$ cat src/rtl/regfile_pkg.sv
// Shared defaults and types for the ARM-style register file.
package regfile_pkg;

  localparam int unsigned DATA_WIDTH_DEF = 32;
  localparam int unsigned ADDR_WIDTH_DEF = 4;
  localparam int unsigned NUM_GPR        = 15;

  typedef logic [ADDR_WIDTH_DEF-1:0] reg_addr_t;
  typedef logic [DATA_WIDTH_DEF-1:0] reg_data_t;

  localparam reg_addr_t PC_IDX = 4'd15;

endpackage

$ cat src/rtl/regfile_wdec.sv
// One-hot write-enable decoder for the register file; the PC slot (top index) never enables.
module regfile_wdec
  import regfile_pkg::*;
#(
  parameter int unsigned ADDR_WIDTH = ADDR_WIDTH_DEF
) (
  input  logic                         we,
  input  logic [ADDR_WIDTH-1:0]        addr,
  output logic [(2**ADDR_WIDTH)-1:0]   en
);

  localparam int unsigned NumRegs = 2 ** ADDR_WIDTH;

  always_comb begin
    en = '0;
    if (we) begin
      en[addr] = 1'b1;
    end
    // R15 is owned by fetch; writes to it are dropped here.
    en[NumRegs-1] = 1'b0;
  end

endmodule

$ cat src/rtl/register_file.sv
// 15 stored GPRs plus a PC+8 pass-through at the top address; two async read ports, one write port.
// Optional write-through forwarding is enabled by defining REGFILE_BYPASS_EN.
module register_file
  import regfile_pkg::*;
#(
  parameter int unsigned DATA_WIDTH = DATA_WIDTH_DEF,
  parameter int unsigned ADDR_WIDTH = ADDR_WIDTH_DEF
) (
  input  logic                  clk,
  input  logic                  reset,
  input  logic                  WE3,
  input  logic [ADDR_WIDTH-1:0] A1,
  input  logic [ADDR_WIDTH-1:0] A2,
  input  logic [ADDR_WIDTH-1:0] A3,
  input  logic [DATA_WIDTH-1:0] WD3,
  input  logic [DATA_WIDTH-1:0] R15,
  output logic [DATA_WIDTH-1:0] RD1,
  output logic [DATA_WIDTH-1:0] RD2
);

  localparam int unsigned NumRegs = 2 ** ADDR_WIDTH;
  localparam int unsigned NumGpr  = NumRegs - 1;
  localparam logic [ADDR_WIDTH-1:0] PcAddr = ADDR_WIDTH'(NumGpr);

  logic [DATA_WIDTH-1:0] regs_q [NumGpr];
  logic [NumRegs-1:0]    wr_en;
  logic                  unused_pc_en;

  regfile_wdec #(
    .ADDR_WIDTH(ADDR_WIDTH)
  ) u_wdec (
    .we  (WE3),
    .addr(A3),
    .en  (wr_en)
  );

  assign unused_pc_en = wr_en[NumGpr];

  always_ff @(posedge clk or posedge reset) begin
    if (reset) begin
      for (int unsigned i = 0; i < NumGpr; i++) begin
        regs_q[i] <= '0;
      end
    end else begin
      for (int unsigned i = 0; i < NumGpr; i++) begin
        if (wr_en[i]) begin
          regs_q[i] <= WD3;
        end
      end
    end
  end

`ifdef REGFILE_BYPASS_EN
  logic bypass_en;
  assign bypass_en = WE3 && !reset && (A3 != PcAddr);
`endif

  function automatic logic [DATA_WIDTH-1:0] read_port(input logic [ADDR_WIDTH-1:0] addr);
    logic [DATA_WIDTH-1:0] data;
    data = '0;
    for (int unsigned i = 0; i < NumGpr; i++) begin
      if (addr == ADDR_WIDTH'(i)) begin
        data = regs_q[i];
      end
    end
    if (addr == PcAddr) begin
      data = R15;
`ifdef REGFILE_BYPASS_EN
    end else if (bypass_en && (addr == A3)) begin
      data = WD3;
`endif
    end
    return data;
  endfunction

  always_comb begin
    RD1 = read_port(A1);
  end

  always_comb begin
    RD2 = read_port(A2);
  end

endmodule

$ cat config.mk
export PLATFORM = sky130hd
export DESIGN_NAME = register_file
export DESIGN_NICKNAME = d
export VERILOG_FILES = /design/src/rtl/regfile_pkg.sv /design/src/rtl/regfile_wdec.sv /design/src/rtl/register_file.sv
export SDC_FILE = /design/constraint.sdc
export NUM_CORES = 1
export LEC_CHECK = 0
export ABC_CLOCK_PERIOD_IN_PS = 17300
export BUFFER_PORTS_ARGS = -buffer_cell sky130_fd_sc_hd__buf_4
export CELL_PAD_IN_SITES_DETAIL_PLACEMENT = 1
export CELL_PAD_IN_SITES_GLOBAL_PLACEMENT = 2
export CORE_MARGIN = 4
export CORE_UTILIZATION = 35
export CTS_BUF_LIST = sky130_fd_sc_hd__clkbuf_16
export CTS_CLUSTER_DIAMETER = 30
export DETAILED_ROUTE_END_ITERATION = 7
export PLACE_DENSITY_LB_ADDON = 0.1
export RECOVER_POWER = 100
export SYNTH_ARGS = -nofsm -noshare
export SYNTH_HDL_FRONTEND = slang
export SYNTH_SLANG_ARGS = --single-unit
$ cat constraint.sdc
create_clock -name clk -period 17.3 [get_ports clk]
set_input_delay 0.865 -clock clk [delete_from_list [all_inputs] [get_ports clk]]
set_output_delay 0.865 -clock clk [all_outputs]
set_load 0.05 [all_outputs]
==> metrics.txt <==
status finished, violations left; failing checks capacitance limit, slew limit; Worst Setup SP A1[0]; CTS Buf Count 146; hold buffer count at cts 0; Final Critical Period 11.15 ns; core region area 0.0804 sq mm; Yosys top cell area share 42.4%; endpoints failing setup 0; DIE HEIGHT 293 um; VDD IR max 0.0885 mV; global-route wire length before repair 195 mm; PwrDens 150 mW/mm^2; initial antenna violation count 5; Critical Path Start Type input port; mapped cell area 0.0283 sq mm; max-cap check violation count 30; worst r2r path cells 1; Setup Fix Bufs, Post-CTS 0; Clock Latency Late Sink 0.70 ns; Comb power frac 17.6%; io pins 143; # nets final 2803; Initial DRT Pass Iterations 5; Req. time, crit path 16.43 ns; Avg WL per Cell 34.8 um; Post-synth EDFFs 0; vias in the first global route 26400; net switching power 1520 uW; routed via count 24800; grt ovf 0; Ys Warns 0; H-tree lvl count 4; width of the die 293 um; Synth Area per Inst 10.7 sq um; post-layout instance count excluding filler cells 3904; crit path to RD1[17]; Biggest register regs_q; Layout area overhead 22.0%; Fillers 8633; Tot GR Track Use 31.2%; hold path startpoint regs_q[216]$_DFFE_PP0P_; placed cell count 3636; max-slew violation count 1106; Worst setup EP type output port; setup TNS 0 ns; Rows 104; Root Driver clkbuf_16; share of cells above drive strength 1 32.4%; Max Freq 89.7 MHz; Clock power frac 51.2%; Setup CP Type in -> out; Die ar. 0.0856 sq mm; ranking of synthesized cells by area dfrtp_1 42%, mux2_2 20%, mux2i_1 3.8%; Hold Crit Class reg -> reg; CP max FO 49; Yosys reg bits 480; WHS Path Cells 1; CTS sink count 480; Post-synth ARST share 100%; Worst EP arrival 10.28 ns; syn_nets 2716; DRC 0; Cell variety after synth 78; sequential power share 31.2%; Vias/cell 6.34; post-DP HPWL 76.5 mm; 1st-iter DRT viols 2231; Cells after Synth 2637; buffer depth of the longest clock path 3; internal power 3670 uW; RR Endpoint regs_q[202]$_DFFE_PP0P_; Reg clk slew, reported paths 0.04 ns; Switching Share 29.3%; max reg flops 480; actual slew at the worst max-slew pin 4.80 ns; gpl congestion 0.838; unrepaired setup endpoints after global routing false; Worst slew margin -221%; R2R Path Start regs_q[202]$_DFFE_PP0P_; leakage power 0.0145 uW; largest area contributor in the netlist dfrtp_1; Antenna Violating Nets Remaining 0; reg-to-reg slack, setup 16.44 ns; leading registers by flop count regs_q (480); pin count of the biggest net entering global routing 157; CTS tree built; final period utilization 64.4%; sequential cell area fraction in the yosys report 42.4%; Synth Flop Type dfrtp_1; final wirelength 136 mm; PortBufs 142; Initial Util 35.2%; final hold vios 0; Clock Skew 0 ns; count of cells resized by post-cts repair 0
## power by group through the flow
stage | sequential, uW | clock, uW | combinational (uW)
CTS | 1610 | 2690 | 928
global route | 1650 | 2760 | 977
floorplan | 1540 | 0 | 679
detailed placement | 1620 | 0 | 922
global placement | 1610 | 0 | 904
finish | 1620 | 2660 | 914
## logic make-up after synthesis
kind of cell	count (synthesis)	share of synthesized area, %
multiplexers	652	27.0
flip-flops	480	42.4
AO/OA/AOI/OAI	826	18.7
AND/OR/NAND/NOR	391	6.61
buffers and inverters	288	5.30
## per-stage QoR
| stage | power (uW) | util (%) | worst slack, ns | hold slack, ns | cell area [sq um] |
|---|---|---|---|---|---|
| 4_1_cts | 5240 | 43.4 | 11.65 | 0.306 | 34900 |
| 6_report | 5200 | 43.0 | 6.15 | 0.517 | 34600 |
| 5_1_grt | 5390 | 43.0 | 5.85 | 0.517 | 34600 |
| 3_3_place_gp | 2510 | 37.3 | 11.73 | 0.499 | 30000 |
| 2_1_floorplan | 2220 | - | 3.04 | 0.473 | 28300 |
| 3_5_place_dp | 2550 | 37.3 | 11.64 | 0.503 | 30000 |
## per-layer routing
| metal | part of all wire (%) | wire length, um | track usage [%] |
|---|---|---|---|
| met5 | 0.021 | 29 | 0 |
| met4 | 4.1 | 5580 | 12.9 |
| met3 | 6.0 | 8190 | 5.80 |
| met1 | 43 | 59000 | 41.5 |
| met2 | 46 | 63200 | 50.1 |
## cell type report
| cell class | count | area, sq um | area share, % |
|---|---|---|---|
| diodes | 2 | 5.00 | 0.0145 |
| clock buffers | 153 | 3830 | 11.1 |
| clock inverters | 113 | 1080 | 3.13 |
| inverters | 14 | 53.8 | 0.156 |
| multi-input cells | 1869 | 14900 | 43.2 |
| flip-flops and latches | 480 | 12000 | 34.7 |
| well taps | 1060 | 1330 | 3.83 |
| repair buffers | 213 | 1340 | 3.88 |
## synthesized netlist by cell type, types with 8 or more instances
| cell type | n |
|---|---|
| buf_6 | 18 |
| a222oi_1 | 8 |
| a21oi_1 | 191 |
| a22oi_1 | 35 |
| nand2b_1 | 35 |
| mux4_2 | 31 |
| mux2_1 | 9 |
| a221o_1 | 12 |
| nand2_1 | 107 |
| o21ai_0 | 215 |
| nor2b_1 | 12 |
| o21a_1 | 21 |
| dfrtp_1 | 480 |
| nand3_1 | 28 |
| buf_4 | 34 |
| mux2_2 | 496 |
| nor3b_1 | 14 |
| nor3_1 | 9 |
| a211oi_1 | 13 |
| a31oi_1 | 38 |
| o221ai_1 | 28 |
| o22ai_1 | 82 |
| o211ai_1 | 26 |
| a2bb2oi_1 | 16 |
| and2_1 | 9 |
| a221oi_1 | 21 |
| o2111ai_1 | 9 |
| clkbuf_1 | 88 |
| mux2i_1 | 109 |
| inv_1 | 10 |
| o22a_1 | 17 |
| buf_2 | 127 |
| a21o_1 | 30 |
| nor2_1 | 135 |
## placed cells by master (no fill, tap or decap), types with 31 or more instances in the layout
master and count:
inv_1 41, a21oi_1 191, mux2_2 494, o22ai_1 82
buf_4 124, o21ai_0 214, nand2_1 105, mux2i_1 109
a22oi_1 35, a31oi_1 38, clkbuf_16 153, clkbuf_1 82
dfrtp_1 480, mux4_2 31, nor2_1 127
## critical path, stage by stage
cell       delay, ns
clkbuf_1        1.33
clkbuf_1        2.88
clkbuf_1        2.04
nand2b_1        0.94
clkbuf_1        0.83
a2bb2oi_1       0.33
o2111ai_1       0.32
a21oi_1         0.13
o21a_1          0.25
clkbuf_1        0.32
## worst min path at each step
stage	slack, ns	endpoint
final	0.52	regs_q[216]$_DFFE_PP0P_
after global routing	0.52	regs_q[426]$_DFFE_PP0P_
after CTS	0.31	regs_q[159]$_DFFE_PP0P_
after detailed placement	0.50	regs_q[216]$_DFFE_PP0P_
after global placement	0.50	regs_q[216]$_DFFE_PP0P_
after floorplan	0.47	regs_q[426]$_DFFE_PP0P_
Power figures use the tool's default switching activity.
